`config.mk`:
```
export PLATFORM = sky130hd
export DESIGN_NAME = alu_div_ctrl
export DESIGN_NICKNAME = d
export VERILOG_FILES = /design/src/rtl/alu_div_ctrl.sv
export SDC_FILE = /design/constraint.sdc
export NUM_CORES = 1
export LEC_CHECK = 0
export ABC_AREA = 1
export CAP_MARGIN = 0
export CORE_AREA = 3 3 184 186
export DETAILED_ROUTE_END_ITERATION = 6
export DIE_AREA = 0 0 187 189
export PLACE_DENSITY = 0.79
export SLEW_MARGIN = 20
export SYNTH_ARGS = -nofsm -noshare
export SYNTH_HDL_FRONTEND = slang
export SYNTH_SLANG_ARGS = --single-unit
```
`constraint.sdc`:
```
create_clock -name clk -period 1.99 [get_ports clk]
set_clock_uncertainty 0.1 [all_clocks]
set_input_delay 0.398 -clock clk [delete_from_list [all_inputs] [get_ports clk]]
set_output_delay 0.398 -clock clk [all_outputs]
set_load 0.005 [all_outputs]
```
`src/rtl/alu_div_ctrl.sv`:
```
// Divide-unit controller: accepts div/rem ops from execute, resolves the
// divide-by-zero and signed-overflow cases locally, otherwise sequences the
// iterative divider core and returns a tagged result.
module alu_div_ctrl #(
  parameter int XLEN  = 64,
  parameter int TAG_W = 5
) (
  input  logic             clk,
  input  logic             rst_n,
  input  logic             req_valid_i,
  output logic             req_ready_o,
  input  logic [2:0]       req_op_i,
  input  logic [XLEN-1:0]  req_rs1_i,
  input  logic [XLEN-1:0]  req_rs2_i,
  input  logic [TAG_W-1:0] req_tag_i,
  input  logic             flush_i,
  output logic             resp_valid_o,
  input  logic             resp_ready_i,
  output logic [XLEN-1:0]  resp_data_o,
  output logic [TAG_W-1:0] resp_tag_o,
  output logic             busy_o,
  output logic             core_valid_o,
  output logic             core_signed_o,
  output logic             core_div32_o,
  output logic [XLEN-1:0]  core_dividend_o,
  output logic [XLEN-1:0]  core_divisor_o,
  input  logic [XLEN-1:0]  core_div_data_i,
  input  logic [XLEN-1:0]  core_rem_data_i,
  input  logic             core_ready_i
);

  typedef enum logic [2:0] {
    S_INIT, S_IDLE, S_ISSUE, S_WAIT, S_DONE, S_DRAIN
  } state_e;

  localparam logic [XLEN-1:0] MIN_NEG = {1'b1, {(XLEN-1){1'b0}}};

  state_e            state_q, state_d;
  logic              cnt_q;
  logic [2:0]        op_q;
  logic [XLEN-1:0]   rs1_q, rs2_q, data_q;
  logic [TAG_W-1:0]  tag_q;

  logic              accept, word, div_zero, ovf, special;
  logic [XLEN-1:0]   spec_res, core_res;

  // Word results always carry bit 31 into the upper half.
  function automatic logic [XLEN-1:0] wfix(input logic w, input logic [XLEN-1:0] v);
    return w ? {{(XLEN-32){v[31]}}, v[31:0]} : v;
  endfunction

  // Special-case detection on the incoming (effective) operands.
  always_comb begin
    word     = req_op_i[2];
    div_zero = word ? (req_rs2_i[31:0] == 32'h0) : (req_rs2_i == '0);
    ovf      = ~req_op_i[0] &
               (word ? (req_rs1_i[31:0] == 32'h8000_0000 && req_rs2_i[31:0] == 32'hFFFF_FFFF)
                     : (req_rs1_i == MIN_NEG && req_rs2_i == '1));
    special  = div_zero | ovf;
    if (div_zero) spec_res = req_op_i[1] ? req_rs1_i : '1;
    else          spec_res = req_op_i[1] ? '0 : req_rs1_i;
    spec_res = wfix(word, spec_res);
    core_res = wfix(op_q[2], op_q[1] ? core_rem_data_i : core_div_data_i);
  end

  assign accept = req_valid_i & req_ready_o;

  // State register and settle counter.
  always_ff @(posedge clk or negedge rst_n) begin
    if (!rst_n) begin
      state_q <= S_INIT;
      cnt_q   <= 1'b0;
    end else begin
      state_q <= state_d;
      if (state_q == S_INIT) cnt_q <= 1'b1;
    end
  end

  // Operand capture at acceptance; result capture from special path or core.
  always_ff @(posedge clk or negedge rst_n) begin
    if (!rst_n) begin
      op_q   <= '0;
      rs1_q  <= '0;
      rs2_q  <= '0;
      tag_q  <= '0;
      data_q <= '0;
    end else if (accept) begin
      op_q  <= req_op_i;
      rs1_q <= req_rs1_i;
      rs2_q <= req_rs2_i;
      tag_q <= req_tag_i;
      if (special) data_q <= spec_res;
    end else if (state_q == S_WAIT && core_ready_i && !flush_i) begin
      data_q <= core_res;
    end
  end

  // Next-state and handshake outputs.
  always_comb begin
    state_d      = state_q;
    req_ready_o  = (state_q == S_IDLE) & ~flush_i;
    busy_o       = (state_q != S_IDLE);
    core_valid_o = (state_q == S_ISSUE);
    resp_valid_o = (state_q == S_DONE);
    case (state_q)
      S_INIT:  if (cnt_q) state_d = S_IDLE;
      S_IDLE:  if (accept) state_d = special ? S_DONE : S_ISSUE;
      S_ISSUE: state_d = flush_i ? S_DRAIN : S_WAIT;
      S_WAIT: begin
        if (flush_i)           state_d = core_ready_i ? S_IDLE : S_DRAIN;
        else if (core_ready_i) state_d = S_DONE;
      end
      S_DONE:  if (flush_i || resp_ready_i) state_d = S_IDLE;
      S_DRAIN: if (core_ready_i) state_d = S_IDLE;
      default: state_d = S_INIT;
    endcase
  end

  assign resp_data_o     = data_q;
  assign resp_tag_o      = tag_q;
  assign core_signed_o   = ~op_q[0];
  assign core_div32_o    = op_q[2];
  assign core_dividend_o = rs1_q;
  assign core_divisor_o  = rs2_q;

endmodule

```
==> impl_results.rst, run 1 <==
.. list-table::
   :header-rows: 1

   * - Metric
     - Value
   * - Switching power
     - 8.859 mW
   * - Synth warn
     - 0
   * - Setup WS pre-CTS
     - -988.8 ps
   * - Area growth syn-to-layout
     - 72.96%
   * - Placed Cells incl. Taps
     - 2554
   * - Fin Hold WS
     - a little under 60 ps
   * - Synth Area in XOR/XNOR
     - 0
   * - Unrepaired setup endpoints after global routing
     - yes
   * - Synthesized-area fraction occupied by ao, oa, aoi and oai cells
     - 0.1371
   * - Fraction of power spent switching nets
     - 0.3663
   * - Yosys reg bits
     - approximately 200
   * - Number of sinks on the clock net
     - just over 200
   * - Largest net degree at the start of global routing
     - between 100 and 150
   * - Wire length of the first global-routing pass
     - 74000 um
   * - Std-Cell Core Area
     - ~32000 um2
   * - Routed wire per std cell
     - around 19 um
   * - Total clock buffers created by CTS
     - 25
   * - Part of the total power dissipated in combinational logic
     - 0.509
   * - Maximum vdd drop
     - between 0.7 and 0.8 mV
   * - Required time at the worst-slack endpoint
     - 2300 ps
   * - Largest family of logic cells by synthesized area
     - simple AND/OR/NAND/NOR gates
   * - Routed via count
     - 13170
   * - Proportion of power drawn by flip-flops and latches
     - 0.301
   * - Worst setup startpoint
     - state_q[2]$_DFFE_PN0P_
   * - Share of layout cells above drive strength 1
     - 0.1760
   * - Placer congestion estimate
     - about 0.9
   * - Count of port buffers added during placement
     - around 470
   * - Maximum clock rate
     - approximately 500 MHz
   * - Insertion delay to the later sink of the worst-skew pair
     - between 500 and 600 ps
   * - Final worst path period share
     - 1.009
   * - Root Buffer Master
     - sky130_fd_sc_hd__clkbuf_16
   * - Dominant cells by area after synthesis
     - sky130_fd_sc_hd__dfrtp_1 (46%), sky130_fd_sc_hd__nand2_1 (23%), sky130_fd_sc_hd__o21ai_0 (6.1%)
   * - Core Rows
     - 66
   * - Global route total overflow
     - 0
   * - Critical path endpoint
     - resp_data_o[40]$_DFFE_PN0P_
   * - Number of antenna violations at the first check in global routing
     - 5
   * - Seq/Total Area, Yosys
     - 0.4562
   * - Worst min path class
     - in -> reg
   * - Post-Synth Simple-Gate Area
     - 0.3235
   * - Period minus WS final
     - 2008 ps
   * - Failing checks
     - setup timing
   * - Least-Margin Pin Slew
     - roughly 530 ps
   * - Starting utilization of the core area
     - 0.3448
   * - Overall Global Routing Usage
     - 0.2631
   * - Sum of net half-perimeters after detailed placement
     - about 35000 um
   * - Die width
     - 187 um
   * - Critical Path Fanout Max
     - 7
   * - CTS H-tree depth
     - 1
   * - CTS tree
     - done
   * - Max-cap viol count
     - 0
   * - Synthesized net count
     - ~1900
   * - Via count of the first global-routing pass
     - approximately 13000
   * - R2R Setup Slk
     - -20 ps
   * - # nets final
     - ~2500
   * - Number of filler instances in the final layout
     - about 2800
   * - Number of buffers between clock root and the deepest sink
     - 3
   * - Number of nets with antenna violations after routing
     - 0
   * - Chip height
     - about 190 um
   * - Endpoint class of the critical path
     - register
   * - Gate Count Post-Synth
     - 1600
   * - Post-synthesis instance area
     - around 11000 um2
   * - Crit Path Class
     - reg -> reg
   * - Run status
     - complete, but fails checks
   * - Share of synthesized cell area in full adder, half adder and majority cells
     - 0
   * - Fin. Hold Viols
     - 0
   * - Reg2reg path depth
     - 13
   * - RR Startpoint
     - state_q[2]$_DFFE_PN0P_
   * - Total Neg Setup Slack
     - -18.21 ps
   * - Number of design-rule violations left by the first detailed-router iteration
     - 941
   * - Power Internal
     - around 15 mW
   * - Synth area leader
     - sky130_fd_sc_hd__dfrtp_1
   * - Power density cells
     - 1250 nW/um2
   * - Post-detailed-route DRC marker count
     - 0
   * - Portion of synthesized cell area occupied by the leading cell type
     - 0.4562
   * - Register cell area after layout
     - slightly above 5000 um2
   * - Area taken by multi-input logic gates
     - between 5000 and 6000 um2
   * - Capturing point of the worst reg2reg path
     - resp_data_o[40]$_DFFE_PN0P_
   * - Top Ports
     - around 470
   * - Setup slack after layout
     - -18.21 ps
   * - Final standard cell count with taps included and fillers excluded
     - about 2700
   * - Post-Synthesis Mean Instance Area
     - roughly 7.0 um2
   * - Clock-pin slew on the worst setup and hold paths
     - 60 ps
   * - Synth cell types
     - 28
   * - Startpoint type of the worst setup path
     - register
   * - Share of the core filled with cells in the final layout
     - 0.5963
   * - Endpoints failing setup
     - 1
   * - Clock group share of total power
     - 0.190
   * - Die area
     - about 35000 um2
   * - Arrival time at the worst endpoint
     - approximately 2300 ps
   * - Number of iterations in the first detailed-routing pass
     - 5
   * - Static leakage
     - between 9 and 10 nW
   * - Total Routed Length
     - approximately 50000 um
   * - Mean number of vias per cell
     - ~5.0
   * - Number of pins with negative max-slew slack in the final report
     - 0
   * - Worst slew slack as a fraction of its limit
     - 0.6446
   * - Multiplexer share of the synthesized area
     - 0
-- cell usage after synthesis --
library cell,instances
sky130_fd_sc_hd__or2_2,14
sky130_fd_sc_hd__inv_2,4
sky130_fd_sc_hd__buf_4,1
sky130_fd_sc_hd__o21ai_0,137
sky130_fd_sc_hd__nand3_1,80
sky130_fd_sc_hd__a21oi_1,69
sky130_fd_sc_hd__dfrtp_1,204
sky130_fd_sc_hd__buf_6,5
sky130_fd_sc_hd__a21oi_2,29
sky130_fd_sc_hd__o22ai_1,1
sky130_fd_sc_hd__nor3_1,6
sky130_fd_sc_hd__inv_1,116
sky130_fd_sc_hd__nor4_4,1
sky130_fd_sc_hd__inv_4,1
sky130_fd_sc_hd__a211oi_1,1
sky130_fd_sc_hd__buf_1,1
sky130_fd_sc_hd__o211ai_1,14
sky130_fd_sc_hd__nand2_2,3
sky130_fd_sc_hd__buf_2,49
sky130_fd_sc_hd__o21ai_1,26
sky130_fd_sc_hd__nor2_1,74
sky130_fd_sc_hd__nand2_4,1
sky130_fd_sc_hd__nand4_1,19
sky130_fd_sc_hd__clkbuf_1,43
sky130_fd_sc_hd__nand2_1,697
sky130_fd_sc_hd__nor2_4,1
sky130_fd_sc_hd__or2_1,1
sky130_fd_sc_hd__nand3_2,2
-- registers in the layout (all words and copies together) (netlist names) --
signal	flops
resp_data_o	64
core_dividend_o	64
cnt_q	1
resp_tag_o	5
state_q	3
core_divisor_o	64
op_q	3
-- metrics by stage --
stage          cell area, um2  power (mW)
2_1_floorplan           11190       11.66
3_3_place_gp            17260       18.06
3_5_place_dp            17260       18.34
4_1_cts                 18850       23.66
5_1_grt                 19350       25.60
6_report                19350       24.19
-- layout by cell type, fill, tap and decap left out, drive strengths merged --
cell           instances
dlymetal6s2s          57
a21oi                 98
buf                  185
clkinvlp               1
nand4                 19
clkdlybuf4s15          2
nand2                701
dlygate4sd3            1
nor3                   6
a211oi                 1
o22ai                  1
diode                  4
inv                  121
o211ai                14
nor2                  75
clkinv                 1
clkdlybuf4s50        343
bufinv                 2
clkbuf                46
o21ai                163
dfrtp                204
nor4                   1
dlygate4sd2           66
or2                   15
nand3                 82
-- layout make-up --
cell class | instances | share of cell area
Inverter | 121 | 0.02398
Clock inverter | 4 | 0.003750
Antenna cell | 4 | 0.0005172
Clock buffer | 41 | 0.03853
Timing Repair Buffer | 659 | 0.3498
Tap cell | 442 | 0.02858
Multi-Input combinational cell | 1176 | 0.2909
Sequential cell | 204 | 0.2639
-- worst min path at each step --
stage,startpoint,slack [ps],cells after the start,to
after floorplan,rst_n,2,0,cnt_q$_DFFE_PN0N_
after global placement,rst_n,290,1,core_dividend_o[11]$_DFFE_PN0P_
after detailed placement,rst_n,280,1,core_dividend_o[12]$_DFFE_PN0P_
after CTS,req_rs2_i[51],150,3,core_divisor_o[51]$_DFFE_PN0P_
after global routing,req_rs2_i[38],40,3,core_divisor_o[38]$_DFFE_PN0P_
final,req_rs2_i[43],60,3,core_divisor_o[43]$_DFFE_PN0P_
-- per-layer routing --
| layer | share of wire | track usage |
|---|---|---|
| met1 | 0.40 | 0.3329 |
| met2 | 0.49 | 0.4499 |
| met3 | 0.075 | 0.05184 |
| met4 | 0.040 | 0.09334 |
| met5 | 0.00030 | 0 |
-- worst max-delay path, cell delays in order (launching register included) --
cell and delay (ps):
sky130_fd_sc_hd__dfrtp_1 410, sky130_fd_sc_hd__inv_2 90, sky130_fd_sc_hd__nand3_4 90, sky130_fd_sc_hd__nor2_4 110
sky130_fd_sc_hd__buf_6 120, sky130_fd_sc_hd__nand2_8 80, sky130_fd_sc_hd__inv_6 90, sky130_fd_sc_hd__or2_4 130
sky130_fd_sc_hd__inv_6 60, sky130_fd_sc_hd__buf_12 150, sky130_fd_sc_hd__a21oi_2 160, sky130_fd_sc_hd__nand3_1 130
sky130_fd_sc_hd__nand2_1 100, sky130_fd_sc_hd__nand2_1 60
-- timing repair --
action | in CTS | in global routing
setup buffers | 27 | 9
hold buffers | 1 | 0
cloned | 12 | 5
pin swaps | 55 | 73
gates resized for setup | 168 | 142
endpoints found under the hold margin | 39 | 0
endpoints found under the setup margin | 73 | 82
-- cells by family (layout without fill, tap and decap cells) --
logic type / after synthesis / count (layout)
buffers and inverters: 220 / 825
AO/OA/AOI/OAI: 277 / 277
flip-flops: 204 / 204
AND/OR/NAND/NOR: 899 / 899
other: 0 / 4
-- power groups by stage --
stage,Clock [mW],Combinational (mW),Sequential [mW]
2_1_floorplan,0,4.41,7.25
3_3_place_gp,0,10.9,7.19
3_5_place_dp,0,11.1,7.23
4_1_cts,4.68,11.8,7.21
5_1_grt,4.88,13.3,7.47
6_report,4.60,12.3,7.27
(Power assumes the default switching activity.)
==> run 2: changes to the inputs <==
Settings changed: CORE_AREA 3 3 184 186 to default, CORE_ASPECT_RATIO from default to 0.5, CORE_MARGIN from default to 3, CORE_UTILIZATION from default to 44, DIE_AREA 0 0 187 189 to default, PLACE_DENSITY 0.79 to 0.94.
==> impl_results.rst, run 2 (synthesis gave the netlist of run 1 again) <==
.. list-table::
   :header-rows: 1

   * - Metric
     - Value
   * - Met3 global-route usage
     - 0.06455 (+0.01270)
   * - CTS tree
     - done
   * - Area growth syn-to-layout
     - 75.10%
   * - Worst slew slack as a fraction of its limit
     - 0.6544 (+0.009782)
   * - Placer congestion estimate
     - 0.9391 (+3.1%)
   * - Core Rows
     - 40 (-39%)
   * - Endpoint with the worst hold slack
     - core_divisor_o[28]$_DFFE_PN0P_
   * - # nets final
     - 2446 (-0.45%)
   * - Routed via count
     - 14520 (+10%)
   * - Top Ports
     - 473 (unchanged)
   * - Largest net degree at the start of global routing
     - 58 (-52%)
   * - Die width
     - 231.5 um (+24%)
   * - Placed Cells incl. Taps
     - 2450 (-4.1%)
   * - Worst min path class
     - in -> reg
   * - Global-route track usage on met1
     - 0.4139 (+0.08101)
   * - Power density cells
     - 1268 nW/um2 (+1.4%)
   * - Total power of the final layout
     - 24.83 mW (+2.7%)
   * - Sum of net half-perimeters after detailed placement
     - 34970 um (-0.24%)
   * - Starting utilization of the core area
     - 0.4572 (+0.1124)
   * - Overall Global Routing Usage
     - 0.3273 (+0.06420)
   * - Total Routed Length
     - 55400 um (+11%)
   * - Worst Hold Launch
     - req_rs2_i[28]
   * - Insertion delay to the later sink of the worst-skew pair
     - 520 ps (about the same)
   * - Capturing point of the worst reg2reg path
     - resp_data_o[62]$_DFFE_PN0P_
   * - Share of layout cells above drive strength 1
     - 0.1982 (+0.02221)
   * - Final standard cell count with taps included and fillers excluded
     - 2531 (-4.5%)
   * - Cell depth of the worst min-delay path
     - 3 (unchanged)
   * - Count of port buffers added during placement
     - 472 (unchanged)
   * - Chip height
     - 118.8 um (-37%)
   * - Commonest non-fill, non-tap cell in the layout
     - sky130_fd_sc_hd__nand2_1
   * - Share of the core filled with cells in the final layout
     - 0.8006 (+0.2042)
   * - Wire length of the first global-routing pass
     - 71300 um (-3.6%)
   * - Global route total overflow
     - 0 (unchanged)
   * - Number of sinks on the clock net
     - 204 (unchanged)
   * - Max-cap viol count
     - 0 (unchanged)
   * - R2R Setup Slk
     - -160 ps (-140 ps)
   * - Arrival time at the worst endpoint
     - 2490 ps (+170 ps)
   * - Endpoint class of the critical path
     - register
   * - Std-Cell Core Area
     - 24470 um2 (-25%)
   * - Crit Path Class
     - in -> reg
   * - CTS H-tree depth
     - 1 (unchanged)
   * - Global Route met2 Usage
     - 0.5471 (+0.09718)
   * - Maximum clock rate
     - 458.9 MHz (-7.8%)
   * - Root Buffer Master
     - sky130_fd_sc_hd__clkbuf_16
   * - Number of buffers between clock root and the deepest sink
     - 3 (unchanged)
   * - Fin Hold WS
     - 87.17 ps (+27.65 ps)
   * - Run status
     - complete, but fails checks
   * - Most frequent cells in the layout
     - sky130_fd_sc_hd__nand2_1 (630), sky130_fd_sc_hd__clkdlybuf4s50_1 (363), sky130_fd_sc_hd__dfrtp_1 (202)
   * - Critical Path Fanout Max
     - 8 (+1)
   * - Mean number of vias per cell
     - 5.735 (+15%)
   * - Final worst path period share
     - 1.095 (+0.08594)
   * - Routed wire per std cell
     - 21.89 um (+16%)
   * - RR Startpoint
     - state_q[2]$_DFFE_PN0P_
   * - Clock-pin slew on the worst setup and hold paths
     - 70 ps (about the same)
   * - Number of nets with antenna violations after routing
     - 0 (unchanged)
   * - Via count of the first global-routing pass
     - 13030 (+0.28%)
   * - Startpoint type of the worst setup path
     - input pin
   * - Number of antenna violations at the first check in global routing
     - 5 (unchanged)
   * - Least-Margin Pin Slew
     - 518.4 ps (-14.67 ps)
   * - Total Neg Setup Slack
     - -5422 ps (-5404 ps)
   * - Required time at the worst-slack endpoint
     - 2300 ps (about the same)
   * - Fin. Hold Viols
     - 0 (unchanged)
   * - Number of design-rule violations left by the first detailed-router iteration
     - 1762 (+87%)
   * - Failing checks
     - setup timing
   * - Static leakage
     - 10.33 nW (+3.5%)
   * - Total clock buffers created by CTS
     - 20 (-20%)
   * - Setup slack after layout
     - -189.2 ps (-171.0 ps)
   * - Endpoints failing setup
     - 70 (+69)
   * - Number of pins with negative max-slew slack in the final report
     - 0 (unchanged)
   * - Post-detailed-route DRC marker count
     - 0 (unchanged)
   * - Unrepaired setup endpoints after global routing
     - yes
   * - Most used routing layer in global routing
     - met2
   * - Period minus WS final
     - 2179 ps (+171.0 ps)
   * - Die area
     - 27500 um2 (-22%)
   * - Number of iterations in the first detailed-routing pass
     - 6 (+1)
   * - Reg2reg path depth
     - 13 (unchanged)
   * - Maximum vdd drop
     - 0.7317 mV (+0.14%)
[run 2: layer usage]
layer / routed length [um] / share of wire / up-vias
met2: 25880 / 0.47 / 1124
met1: 19870 / 0.36 / 6806
met4: 4055 / 0.073 / 0
li1: - / - / 6232
met3: 5584 / 0.10 / 353
met5: 0 / 0 / -
[run 2: cell type report]
class	count	area (um2)
Timing Repair Buffer	651	7032
Antenna cell	5	12.51
Clock inverter	12	152.6
Clock buffer	24	566.8
Inverter	121	466.7
Fill cell	1366	4881
Multi-Input combinational cell	1178	5834
Sequential cell	204	5107
Tap cell	336	420.4
[run 2: metrics by stage]
stage | worst slack (ps) | area (um2)
global route | -292.7 | 19590
finish | -189.2 | 19590
CTS | -125.4 | 18050
detailed placement | -656.6 | 17230
global placement | -624.0 | 17230
floorplan | 292.7 | 11190
[run 2: how the worst max path moves through the flow]
| stage | start | endpoint | cells past startpoint |
|---|---|---|---|
| floorplan | state_q[2]$_DFFE_PN0P_ | resp_data_o[43]$_DFFE_PN0P_ | 12 |
| global route | state_q[2]$_DFFE_PN0P_ | core_dividend_o[55]$_DFFE_PN0P_ | 8 |
| finish | req_rs1_i[19] | resp_data_o[62]$_DFFE_PN0P_ | 15 |
| global placement | req_rs1_i[23] | resp_data_o[8]$_DFFE_PN0P_ | 15 |
| detailed placement | req_rs1_i[41] | resp_data_o[16]$_DFFE_PN0P_ | 14 |
| CTS | state_q[1]$_DFFE_PN0P_ | resp_valid_o | 4 |
[run 2: what timing repair did]
| action | CTS | global route |
|---|---|---|
| gates resized for setup | 23 | 318 |
| hold buffers | 1 | 0 |
| pin swaps | 3 | 119 |
| cloned | 1 | 18 |
| endpoints found under the hold margin | 41 | 0 |
| setup endpoints to repair | 69 | 124 |
| buffers inserted | 3 | 19 |
[run 2: where the power goes]
group	total (mW)	internal, mW	leakage (nW)	switching (mW)
Combinational	13.1	6.70	7.41	6.42
Sequential	7.43	6.06	2.58	1.38
Clock	4.28	2.44	0.343	1.84
Total	24.8	15.2	10.3	9.63
[run 2: critical path, stage by stage]
cell and delay, ps:
sky130_fd_sc_hd__clkdlybuf4s50_1 470, sky130_fd_sc_hd__nor2_2 130, sky130_fd_sc_hd__nand2_1 90, sky130_fd_sc_hd__nor2_4 160, sky130_fd_sc_hd__nand2_1 100, sky130_fd_sc_hd__nor2_2 140, sky130_fd_sc_hd__nand3_2 80, sky130_fd_sc_hd__nand2_2 60
sky130_fd_sc_hd__nand2_2 90, sky130_fd_sc_hd__nand3_4 160, sky130_fd_sc_hd__buf_12 150, sky130_fd_sc_hd__nand2_8 90, sky130_fd_sc_hd__clkbuf_16 210, sky130_fd_sc_hd__nand2_2 80, sky130_fd_sc_hd__nand2_1 50
